`config.mk`:
```
export PLATFORM = sky130hd
export DESIGN_NAME = ip_reg_arbiter
export DESIGN_NICKNAME = d
export VERILOG_FILES = /design/src/rtl/ip_reg_pkg.sv /design/src/rtl/ip_rr_arbiter.sv /design/src/rtl/ip_reg_arbiter.sv
export SDC_FILE = /design/constraint.sdc
export NUM_CORES = 1
export LEC_CHECK = 0
export CORE_AREA = 2 2 156 158
export DETAILED_ROUTE_END_ITERATION = 16
export DIE_AREA = 0 0 158 160
export PLACE_DENSITY = 0.57
export SLEW_MARGIN = 20
export SYNTH_ARGS = -nofsm -noshare
export SYNTH_HDL_FRONTEND = slang
export SYNTH_SLANG_ARGS = --single-unit
```
`constraint.sdc`:
```
create_clock -name clock -period 4.3 [get_ports clock]
set_clock_uncertainty 0.1 [all_clocks]
set_input_delay 0.645 -clock clock [delete_from_list [all_inputs] [get_ports clock]]
set_output_delay 0.645 -clock clock [all_outputs]
set_load 0.05 [all_outputs]
```
`src/rtl/ip_reg_pkg.sv`:
```
// Shared types and constants for the register-bus arbiter.
//   arb_state_e            : arbiter FSM state encoding
//   REG_TIMEOUT_DATA       : read data returned when the slave never answers
//   REG_TIMEOUT_CYCLES_DEF : default slave-ack timeout in clock cycles
//   GRANT_ID_W             : width of requester indices (up to 8 requesters)
package ip_reg_pkg;

  typedef enum logic [1:0] {
    ST_IDLE = 2'd0,
    ST_BUSY = 2'd1,
    ST_DONE = 2'd2
  } arb_state_e;

  localparam logic [31:0] REG_TIMEOUT_DATA       = 32'hDEAD_BEEF;
  localparam int          REG_TIMEOUT_CYCLES_DEF = 255;
  localparam int          GRANT_ID_W             = 3;

endpackage

```
`src/rtl/ip_rr_arbiter.sv`:
```
// Combinational round-robin pick.
//   req_i     : request vector, one bit per requester
//   ptr_i     : requester with highest priority this round (must be < NUM_REQ)
//   gnt_o     : one-hot grant
//   gnt_idx_o : index of the granted requester
//   gnt_vld_o : at least one request present
module ip_rr_arbiter
  import ip_reg_pkg::*;
#(
  parameter int NUM_REQ = 4
) (
  input  logic [NUM_REQ-1:0]    req_i,
  input  logic [GRANT_ID_W-1:0] ptr_i,
  output logic [NUM_REQ-1:0]    gnt_o,
  output logic [GRANT_ID_W-1:0] gnt_idx_o,
  output logic                  gnt_vld_o
);

  logic [2*NUM_REQ-1:0]  dbl;
  logic [NUM_REQ-1:0]    rot;
  logic [GRANT_ID_W-1:0] pos;
  logic [GRANT_ID_W:0]   idx_sum;

  always_comb begin
    // Rotate so the pointer position sits at bit 0, then take the lowest set bit.
    dbl       = {req_i, req_i} >> ptr_i;
    rot       = dbl[NUM_REQ-1:0];
    pos       = '0;
    gnt_o     = '0;
    gnt_vld_o = |rot;
    for (int k = NUM_REQ - 1; k >= 0; k--) begin
      if (rot[k]) pos = GRANT_ID_W'(k);
    end
    idx_sum = {1'b0, ptr_i} + {1'b0, pos};
    if (idx_sum >= (GRANT_ID_W + 1)'(NUM_REQ)) idx_sum = idx_sum - (GRANT_ID_W + 1)'(NUM_REQ);
    gnt_idx_o = idx_sum[GRANT_ID_W-1:0];
    for (int i = 0; i < NUM_REQ; i++) begin
      gnt_o[i] = gnt_vld_o && (gnt_idx_o == GRANT_ID_W'(i));
    end
  end

endmodule

```
`src/rtl/ip_reg_arbiter.sv`:
```
// Register-bus arbiter: NUM_REQ masters share one slave, one transaction at a time.
//   clock, reset                    : clock, synchronous active-high reset
//   registerSelectM/ReadM/AddressM/WriteDataM : per-requester command (32-bit packed fields)
//   registerAckM, registerErrorM, registerReadDataM : response to the granted requester
//   registerSelectS/ReadS/AddressS/WriteDataS : command to the shared slave
//   registerAckS, registerErrorS, registerReadDataS : slave response
//   grantId                         : current or last granted requester
// Optional feature: define IP_REG_ARB_TIMEOUT_EN to build the slave-ack timeout
// (TIMEOUT_CYCLES BUSY cycles, then error ack with REG_TIMEOUT_DATA).
//
// state | meaning
// IDLE  | no transaction; pick a requester round-robin from rr_ptr
// BUSY  | slave select high, waiting for slave ack (or timeout)
// DONE  | ack issued; wait for the granted requester to drop its select
module ip_reg_arbiter
  import ip_reg_pkg::*;
#(
  parameter int NUM_REQ        = 4,
  parameter int TIMEOUT_CYCLES = REG_TIMEOUT_CYCLES_DEF
) (
  input  logic                    clock,
  input  logic                    reset,
  input  logic [NUM_REQ-1:0]      registerSelectM,
  input  logic [NUM_REQ-1:0]      registerReadM,
  input  logic [NUM_REQ*32-1:0]   registerAddressM,
  input  logic [NUM_REQ*32-1:0]   registerWriteDataM,
  output logic [NUM_REQ-1:0]      registerAckM,
  output logic                    registerErrorM,
  output logic [31:0]             registerReadDataM,
  output logic                    registerSelectS,
  output logic                    registerReadS,
  output logic [31:0]             registerAddressS,
  output logic [31:0]             registerWriteDataS,
  input  logic                    registerAckS,
  input  logic                    registerErrorS,
  input  logic [31:0]             registerReadDataS,
  output logic [GRANT_ID_W-1:0]   grantId
);

  arb_state_e            state_q, state_d;
  logic [GRANT_ID_W-1:0] rr_ptr_q, rr_ptr_d;
  logic [GRANT_ID_W-1:0] grant_q, grant_d;
  logic [NUM_REQ-1:0]    gnt_oh_q, gnt_oh_d;
  logic                  sel_s_q, sel_s_d;
  logic                  read_s_q, read_s_d;
  logic [31:0]           addr_s_q, addr_s_d;
  logic [31:0]           wdata_s_q, wdata_s_d;
  logic [NUM_REQ-1:0]    ack_m_q, ack_m_d;
  logic                  err_m_q, err_m_d;
  logic [31:0]           rdata_m_q, rdata_m_d;
  logic                  timeout_hit;

  logic [NUM_REQ-1:0]    arb_gnt;
  logic [GRANT_ID_W-1:0] arb_idx;
  logic                  arb_vld;

  ip_rr_arbiter #(.NUM_REQ(NUM_REQ)) u_rr (
    .req_i     (registerSelectM),
    .ptr_i     (rr_ptr_q),
    .gnt_o     (arb_gnt),
    .gnt_idx_o (arb_idx),
    .gnt_vld_o (arb_vld)
  );

`ifdef IP_REG_ARB_TIMEOUT_EN
  logic [15:0] cnt_q, cnt_d;

  // Counter holds the number of completed BUSY cycles; the last allowed cycle has cnt_q = TIMEOUT_CYCLES-1.
  assign timeout_hit = (state_q == ST_BUSY) && (cnt_q == 16'(TIMEOUT_CYCLES - 1));
  assign cnt_d       = (state_q == ST_BUSY && !registerAckS && !timeout_hit) ? cnt_q + 16'd1 : 16'd0;

  always_ff @(posedge clock) begin
    if (reset) cnt_q <= '0;
    else       cnt_q <= cnt_d;
  end
`else
  // The timeout length is only consumed when the counter is built.
  localparam int unused_timeout_cycles = TIMEOUT_CYCLES;
  assign timeout_hit = 1'b0;
`endif

  always_comb begin
    state_d   = state_q;
    rr_ptr_d  = rr_ptr_q;
    grant_d   = grant_q;
    gnt_oh_d  = gnt_oh_q;
    sel_s_d   = sel_s_q;
    read_s_d  = read_s_q;
    addr_s_d  = addr_s_q;
    wdata_s_d = wdata_s_q;
    ack_m_d   = '0;
    err_m_d   = err_m_q;
    rdata_m_d = rdata_m_q;
    unique case (state_q)
      ST_IDLE: begin
        if (arb_vld) begin
          grant_d  = arb_idx;
          gnt_oh_d = arb_gnt;
          sel_s_d  = 1'b1;
          state_d  = ST_BUSY;
          for (int i = 0; i < NUM_REQ; i++) begin
            if (arb_gnt[i]) begin
              read_s_d  = registerReadM[i];
              addr_s_d  = registerAddressM[32*i +: 32];
              wdata_s_d = registerWriteDataM[32*i +: 32];
            end
          end
        end
      end
      ST_BUSY: begin
        if (registerAckS || timeout_hit) begin
          sel_s_d = 1'b0;
          ack_m_d = gnt_oh_q;
          state_d = ST_DONE;
          // A slave ack coinciding with the timeout still delivers the real response.
          if (registerAckS) begin
            err_m_d   = registerErrorS;
            rdata_m_d = registerReadDataS;
          end else begin
            err_m_d   = 1'b1;
            rdata_m_d = REG_TIMEOUT_DATA;
          end
        end
      end
      ST_DONE: begin
        if ((registerSelectM & gnt_oh_q) == '0) begin
          state_d  = ST_IDLE;
          rr_ptr_d = (grant_q == GRANT_ID_W'(NUM_REQ - 1)) ? '0 : grant_q + 1'b1;
        end
      end
      default: state_d = ST_IDLE;
    endcase
  end

  always_ff @(posedge clock) begin
    if (reset) begin
      state_q   <= ST_IDLE;
      rr_ptr_q  <= '0;
      grant_q   <= '0;
      gnt_oh_q  <= '0;
      sel_s_q   <= 1'b0;
      read_s_q  <= 1'b0;
      addr_s_q  <= '0;
      wdata_s_q <= '0;
      ack_m_q   <= '0;
      err_m_q   <= 1'b0;
      rdata_m_q <= '0;
    end else begin
      state_q   <= state_d;
      rr_ptr_q  <= rr_ptr_d;
      grant_q   <= grant_d;
      gnt_oh_q  <= gnt_oh_d;
      sel_s_q   <= sel_s_d;
      read_s_q  <= read_s_d;
      addr_s_q  <= addr_s_d;
      wdata_s_q <= wdata_s_d;
      ack_m_q   <= ack_m_d;
      err_m_q   <= err_m_d;
      rdata_m_q <= rdata_m_d;
    end
  end

  assign registerAckM       = ack_m_q;
  assign registerErrorM     = err_m_q;
  assign registerReadDataM  = rdata_m_q;
  assign registerSelectS    = sel_s_q;
  assign registerReadS      = read_s_q;
  assign registerAddressS   = addr_s_q;
  assign registerWriteDataS = wdata_s_q;
  assign grantId            = grant_q;

endmodule
```
==> qor.csv <==
metric,value,unit
outcome,completed,
Crit Path Max Fanout,53,
I/O Pins,406,
Slew Limit Fails,0,
CTS Sinks,115,
Root Buffer,clkbuf_16,
first-pass GRT wire length,41230,um
drt via density,4.983,
dominant cell type by area after synthesis,dfxtp_1,
clk buf depth,2,
# DRC,0,
worst rel slew slack,48.50,%
GRT Total Usage,21.61,%
Pwr Total,4.195,mW
PwrDens,392.9,mW/mm^2
Placed Instances,1317,
"Avg Cell Area, Syn",8.959,sq um
"Seq/Total Area, Yosys",40.34,%
"delay-heaviest family, CP",simple AND/OR/NAND/NOR gates,
dominant synthesized flop cell,dfxtp_1,
Crit-path slowest cell,clkdlybuf4s50_1,
syn_nets,941,
# resized after CTS,0,
CP cell instances,clkdlybuf4s50_1 > and2b_2 > nor3_1 > nand4b_1 > o31ai_1 > ha_1 > a21o_1 > and3_1 > nor4_2 > buf_12 > o221ai_1 > o2bb2ai_1,
die height,160,um
DP Wirelength,20650,um
dpl cell area,0.01009,sq mm
Critical Path RT,4550,ps
Non-Filler Instances,1351,
simple-gate portion of the synthesized area,9.494,%
"most common cell after layout, fill and taps aside",clkdlybuf4s50_1,
Buf/Inv on CP,2,
DR WL/cell,21.21,um
DR iter-0 viols,438,
leakage,3.704,nW
NumNets Final,1316,
fraction of registers with async set/reset,0,%
GPL Wtd Cong,0.8987,
RSZ-0062 raised after global routing,false,
worst skew pair latency,420,ps
HP Class,register to register,
final wirelength,28660,um
CTS H-Tree Depth,4,
antenna-violating nets left,0,
worst path arrival time,3810,ps
Post-Synth Adder-Cell Area,1.009,%
YS warnings,0,
CTS tree,done,
Mapped Cells,637,
Area contributors post-synth,"dfxtp_1 (40%), a2bb2oi_1 (10%), o221ai_1 (10%)",
mux share of post-synthesis cell area,1.074,%
post-layout util,44.83,%
crit path time final,3558,ps
critical path class,input port to register,
initial antenna violation count,2,
Worst VDD drop,0.0002039,V
Setup crit start kind,input port,
top-area cell type share of the netlist area,40.34,%
Mapped Area,0.005707,sq mm
most frequent cells in the layout,"clkdlybuf4s50_1 (404), dfxtp_1 (115), a21oi_1 (109)",
hold violation count in the final report,0,
Final Cycle Share,82.74,%
post-route design area,0.01068,sq mm
GRT overflow,0,
Synth-to-Final Area Change,87.11,%
Initial Util,23.96,%
Max Cap Viol,0,
Synth cell types,45,
Die W,158,um
die area,0.02528,sq mm
actual slew at the worst max-slew pin,772.4,ps
hold buffer count at cts,0,
Synth Area in Compound Gates,41.50,%
vias in the first global route,6651,
CTS Buf Count,17,
FP Rows,57,
I/O Buffers,405,
"CTS clk-pin slew, worst paths",60,ps
Post-synth EDFFs,0,
routed via count,6732,
pin count of the biggest net entering global routing,60,
slowest cell delay on critical path,530,ps
setup bufs post-CTS,0,
maximum clock rate,0.2811,GHz
layout cell share with drive strength beyond 1,7.122,%
number of setup violations in the final report,0,
XOR/XNOR Fraction of Synth Area,0,%
core box area,0.02382,sq mm
Yosys reg bits,115,
largest family of logic cells by synthesized area,compound AO/OA/AOI/OAI gates,
CP Capture Type,register,
final setup TNS,0,ps
Pre-Repair DR Iteration Count,4,
-- worst min-delay path, delay by kind of cell (launching register included) --
| family | cells | cell delay, ps |
|---|---|---|
| AO/OA/AOI/OAI | 1 | 50 |
| flip-flops | 1 | 300 |
| AND/OR/NAND/NOR | 1 | 50 |
-- synthesized netlist by cell type, drive strengths merged (2+ instances only) --
library cell    n
nor3            2
dfxtp         115
mux2i           5
buf            35
nand2          84
o221ai         65
nor4            2
a2bb2oi        66
or4             2
nand3           2
or3             4
a21oi         110
clkbuf         39
or2             2
o2bb2ai        65
a21boi          2
nor2           10
inv             2
nand4           2
ha              3
nor3b           4
-- state kept, by name (all words and copies together), names as in the netlist --
register            flops
registerAddressS       32
registerReadS           1
registerAckM            4
registerErrorM          1
registerSelectS         1
grantId                 3
state_q                 2
gnt_oh_q                4
registerReadDataM      32
rr_ptr_q                3
registerWriteDataS     32
-- area by class of cell --
class | instances | area (sq um)
multi-input combinational | 446 | 3065
sequential | 115 | 2302
antenna | 2 | 5.005
fill | 2399 | 13140
clock buffer | 18 | 439.2
inverter | 2 | 7.507
clock inverter | 14 | 141.4
tap | 324 | 405.4
timing repair buffer | 430 | 4312
-- metrics by stage --
| step | setup slack [ps] | hold WS, ps |
|---|---|---|
| floorplan | 1058 | 339.7 |
| global placement | 342.1 | 340.9 |
| detailed placement | 230.8 | 347.1 |
| CTS | 693.9 | 355.8 |
| global route | 503.6 | 370.3 |
| finish | 742.2 | 352.1 |
-- power by group --
group          internal, mW  total [mW]  switching (mW)  leakage [nW]
clock                 0.828        1.43           0.600         0.280
combinational         0.664        1.52           0.851          2.48
sequential             1.18        1.25          0.0686         0.945
-- metal layers --
layer  vias to the layer above  wire length, um  global-route usage (%)  share of wire [%]
met3                        47             1945                   4.776                6.8
met5                         -                0                       0                  0
met4                         0              824                   8.231                2.9
met2                       299            13550                   35.10                 47
li1                       3254                -                       -                  -
met1                      3132            12340                   27.85                 43
-- path summary, 6_finish.rpt --
check / cells after the start / slack [ps] / start / to
worst min register to register: 2 / 350 / registerReadDataM[15] / registerReadDataM[15]
worst max-delay path: 12 / 740 / registerSelectM[2] / registerWriteDataS[3]
worst max register to register: 11 / 1000 / rr_ptr_q[0] / registerWriteDataS[3]
worst min-delay path: 2 / 350 / registerReadDataM[15] / registerReadDataM[15]
-- logic make-up after synthesis --
logic type	after synthesis
muxes	6
buffers and inverters	76
and+or+nand+nor	120
adders and majority gates	4
AOI/OAI and AO/OA	316
DFF	115
No activity file was read; power rests on OpenSTA's default activity.
==> RTL edit 1, RTL diff (same flow settings) <==
Add a define of `IP_REG_ARB_TIMEOUT_EN`.
--- a/src/rtl/ip_reg_arbiter.sv
+++ b/src/rtl/ip_reg_arbiter.sv
@@ -14,2 +14,4 @@
 // DONE  | ack issued; wait for the granted requester to drop its select
+`define IP_REG_ARB_TIMEOUT_EN
+
 module ip_reg_arbiter
Check against the original RTL: same outputs for any inputs over 4 cycles, from zero or initial values and one cycle with reset high; that may be too few to reach the edited logic, so the function may still have changed.
==> RTL edit 1 against the original RTL <==
- setup slack worse by 0.062 ns
- combinational power is 27% higher
- global-route usage is 1.8 points higher
- power is 16% higher
- wire length is 7.7% higher
- final area is 13% higher
- area after synthesis is 23% higher
- sequential cell count is 16 higher
- critical path type unchanged
- critical endpoint is now registerAddressS[27]
- largest cell class unchanged
==> RTL edit 1: results (changes against the original RTL) <==
[power]
peakVddDrop_mv=0.241  ; +18%
p_seq_share_pct=29.7  ; about the same
p_leak_nw=4.28  ; +16%
pwr-share-comb_pct=39.7  ; +3.6 points
internal_power_mw=3.08  ; +15%
sequentialPower_mw=1.45  ; +16%

[detailed_routing]
drtIter0Drc=465  ; +6.2%
drc=0  ; unchanged
wl_met3_mm=2.42  ; +24%
top_layer=met4
wl_mm=30.9  ; +7.7%
num_vias=7593  ; +13%
dr.pass1.iters=4  ; unchanged
routed-wl-met2_mm=15.0  ; +11%
met1Wirelength_mm=12.8  ; +4.1%

[yosys]
synthFlopType=dfxtp_1
synth-seq-area-share_pct=37.4  ; -3.0 points
syn_area_per_cell_sq_um=9.04  ; +0.95%
synthTopCellsByCount=dfxtp_1 (131), nor2_1 (85), nor2b_1 (68)
ys_types=49  ; +8.9%
postSynthNetCount=1082  ; +15%
ys_top_cells_by_area=dfxtp_1 (37%), a32o_1 (9.3%), a211o_1 (8.2%)
yosysWarnings=0  ; unchanged

[hold_path]
hold_path.class=register to register
hold_depth=1  ; -1

[grt]
use_met2_pct=39.9  ; +4.8 points
first_global_vias=7309  ; +9.9%
grt_start_max_net_pins=46  ; -23%
use_met1_pct=28.2  ; +0.30 points
grt_pass1_wl_mm=44.9  ; +8.9%
use_met3_pct=6.87  ; +2.1 points
track_usage_pct=23.4  ; +1.8 points

[critical_path]
worstReg2RegEnd=registerAddressS[27]
reg2reg_slack_ns=0.87  ; -0.13 ns
r2r_cells=10  ; -1
rr_startpoint=rr_ptr_q[0]
cp_slowest_cell=or3b_1
critPathArrivalTime_ns=3.87  ; +0.06 ns
path_delay_family=simple AND/OR/NAND/NOR gates
slowest_delay_ns=0.56  ; +0.03 ns
crit_path_end_kind=register
crit_fanout=45  ; -15%

[clock_network]
cts_resized=0  ; unchanged
clk_pin_slew_ns=0.06  ; about the same
root_buffer=clkbuf_16
htreeDepth=4  ; unchanged
post_cts_buffers=0  ; unchanged
clockBufferDepth=2  ; unchanged

[sta]
worst_pin_slew_ns=0.946  ; +0.173 ns
max_freq_ghz=0.276  ; -1.7%

[placement]
port_buffers=405  ; unchanged
place.detailed.hpwl_mm=22.9  ; +11%
place_ws_ns=0.249  ; +0.0184 ns
gp_congestion=0.833  ; -7.3%

[final_layout]
fin_nets=1447  ; +10%
drive_gt1_share_pct=5.63  ; -1.5 points

[outcome]
outcome=complete, no violations

==> RTL edit 1: changes by cell type after synthesis, sizes merged, moves of 65 or more <==
cell	unedited run	this run
nor2b	1	68
nor2	10	85
a32o	0	65
a211o	0	66
o221ai	65	0
a2bb2oi	66	1
a21oi	110	13
==> RTL edit 1: kinds of logic (layout without fill, tap and decap cells) <==
group           count (synthesis)  in the layout  share of synthesized area (%)
compound gates                295            295                           35.8
xor+xnor                       14             14                           1.75
buf+inv                        88            466                           5.74
flops                         131            131                           37.4
simple gates                  238            238                           17.5
fa+ha+maj                       6              6                           1.18
other cells                     0              2                              0
mux                             4              4                          0.606
==> RTL edit 1: worst min path at each step <==
stage	start	to	slack [ns]
after floorplan	gnt_oh_q[0]	gnt_oh_q[0]	0.34
after global placement	registerAddressS[27]	registerAddressS[27]	0.35
after detailed placement	registerAddressS[12]	registerAddressS[12]	0.35
after CTS	registerWriteDataS[29]	registerWriteDataS[29]	0.37
after global routing	registerAddressS[14]	registerAddressS[14]	0.38
final	registerAddressS[9]	registerAddressS[9]	0.36
==> RTL edit 1: stage by stage <==
step	cell area, sq um	util (%)	hold WS, ns	cells
global placement	11500	48.1	0.347	1446
floorplan	7020	-	0.340	776
global route	12100	50.6	0.376	1480
CTS	12000	50.6	0.367	1478
detailed placement	11500	48.1	0.353	1446
finish	12100	50.6	0.363	1480
==> RTL edit 1: cell type report <==
cell class / instances / area [sq um]
diodes: 2 / 5.00
flip-flops and latches: 131 / 2620
well taps: 324 / 405
clock inverters: 12 / 148
inverters: 6 / 22.5
repair buffers: 428 / 4360
clock buffers: 20 / 447
multi-input cells: 557 / 4040
fillers: 2310 / 11800
==> RTL edit 2, RTL diff (config.mk and constraints unchanged) <==
Made on the original files. Put one more register stage on the output `registerReadS`, without a reset. The value now appears one clock later. The other outputs are not delayed to match.
--- a/src/rtl/ip_reg_arbiter.sv
+++ b/src/rtl/ip_reg_arbiter.sv
@@ -166,3 +166,5 @@
   assign registerSelectS    = sel_s_q;
-  assign registerReadS      = read_s_q;
+  always_ff @(posedge clock) begin
+    registerReadS <= read_s_q;
+  end
   assign registerAddressS   = addr_s_q;
Function: changed (a bounded check fails within 4 cycles, from zero or initial values and one cycle with reset high).
==> RTL edit 2 against the original RTL <==
- worst hold slack worse by 0.10 ns
- final area shrank 0.23%
- area after synthesis up 0.35%
- first-iteration DRC count shrank 11%
- critical path depth is the same
- power grew 1.0%
- setup slack gained 0.033 ns
- wire length shrank 1.6%
- fmax rose by 0.94%
- sequential cell count rose by 1
- critical path type unchanged
==> RTL edit 2: results (changes against the original RTL) <==
[hold_path]
hold_depth=0  ; -2
hold_path.class=register to register
hp-start=read_s_q
hold_end=registerReadS

[critical_path]
worstReg2RegEnd=registerAddressS[2]
slowest_delay_ns=0.62  ; +0.09 ns
startpoint=registerSelectM[0]
reg2reg_slack_ns=1.05  ; +0.05 ns
critPathArrivalTime_ns=3.77  ; -0.04 ns
rr_startpoint=rr_ptr_q[0]
r2r_cells=11  ; unchanged
crit_fanout=65  ; +23%
path_delay_family=compound AO/OA/AOI/OAI gates

[yosys]
postSynthNetCount=942  ; +0.11%
synthTopCellsByCount=dfxtp_1 (116), a21oi_1 (109), nand2_1 (84)
ys_top_cells_by_area=dfxtp_1 (41%), a2bb2oi_1 (10%), o221ai_1 (9.9%)
synth-seq-area-share_pct=40.6  ; +0.21 points
yosysWarnings=0  ; unchanged
ys_types=45  ; unchanged
synthFlopType=dfxtp_1
async_flop_share_pct=0  ; unchanged

[final_layout]
drive_gt1_share_pct=6.09  ; -1.0 points
diodes=0  ; -2
nFillCells=2342  ; -2.4%
fin_nets=1310  ; -0.46%

[clock_network]
cts_made_buffers=17  ; unchanged
clk_pin_slew_ns=0.06  ; about the same
post_cts_buffers=0  ; unchanged
cts_resized=0  ; unchanged
clockBufferDepth=2  ; unchanged
clock_latency_ns=0.42  ; about the same

[grt]
first_global_vias=6704  ; +0.80%
track_usage_pct=21.3  ; -0.26 points
antenna_found_initial=0  ; -2
use_met1_pct=25.4  ; -2.4 points
use_met3_pct=5.64  ; +0.87 points
grt_pass1_wl_mm=40.6  ; -1.4%
grt_start_max_net_pins=66  ; +10%
use_met2_pct=36.5  ; +1.4 points

[sta]
slew_headroom_pct=50.0  ; +1.5 points

[detailed_routing]
wire_per_inst_um=21.0  ; -0.93%
routed_via_density=5.00  ; +0.43%
drtIter0Drc=391  ; -11%
dr.pass1.iters=4  ; unchanged

[placement]
gp_congestion=0.837  ; -6.9%
place.detailed.hpwl_mm=19.8  ; -3.9%
port_buffers=405  ; unchanged

[power]
peakVddDrop_mv=0.240  ; +18%
power_density_mw_per_mm2=398  ; +1.2%
p_leak_nw=3.68  ; -0.58%

[outcome]
outcome=complete, no violations

## RTL edit 2: area by class of cell
type,count,area share (%)
inverters,2,0.0705
clock inverters,9,1.21
clock buffers,22,4.36
multi-input cells,446,28.8
flip-flops and latches,116,21.8
repair buffers,423,40.0
well taps,324,3.81
## RTL edit 2: where the power goes
part	switching [mW]	internal [mW]	leakage, nW	total, mW
registers	0.0719	1.19	0.953	1.27
logic	0.851	0.657	2.44	1.51
clock network	0.527	0.936	0.286	1.46
total	1.45	2.79	3.68	4.24
## RTL edit 2: worst max path at each step
stage,end,slack (ns),cells after the start
finish,registerAddressS[2],0.78,12
global route,registerAddressS[2],0.46,12
CTS,registerWriteDataS[29],0.73,12
detailed placement,registerWriteDataS[29],0.29,12
global placement,registerWriteDataS[29],0.29,12
floorplan,registerAddressS[12],1.06,12
## RTL edit 2: per-layer routing
metal / part of all wire, % / up-vias
met1: 41 / 3170
met4: 2.6 / 0
met5: 0 / -
met3: 7.8 / 41
met2: 49 / 276
li1: - / 3229
## RTL edit 2: metrics by stage
| step | std cells | hold WS, ns | cell area (sq um) | setup WS [ns] | utilization [%] |
|---|---|---|---|---|---|
| 3_5_place_dp | 1311 | 0.241 | 10100 | 0.294 | 42.2 |
| 5_1_grt | 1342 | 0.270 | 10700 | 0.463 | 44.7 |
| 4_1_cts | 1342 | 0.253 | 10700 | 0.730 | 44.7 |
| 3_3_place_gp | 1311 | 0.235 | 10100 | 0.293 | 42.2 |
| 2_1_floorplan | 638 | 0.231 | 5730 | 1.06 | - |
| 6_report | 1342 | 0.251 | 10700 | 0.775 | 44.7 |
## RTL edit 2: kinds of logic after synthesis
logic type	synth area share, %
DFF	40.6
AOI/OAI and AO/OA	41.4
adders and majority gates	1.01
buffers and inverters	6.55
muxes	1.07
and+or+nand+nor	9.46
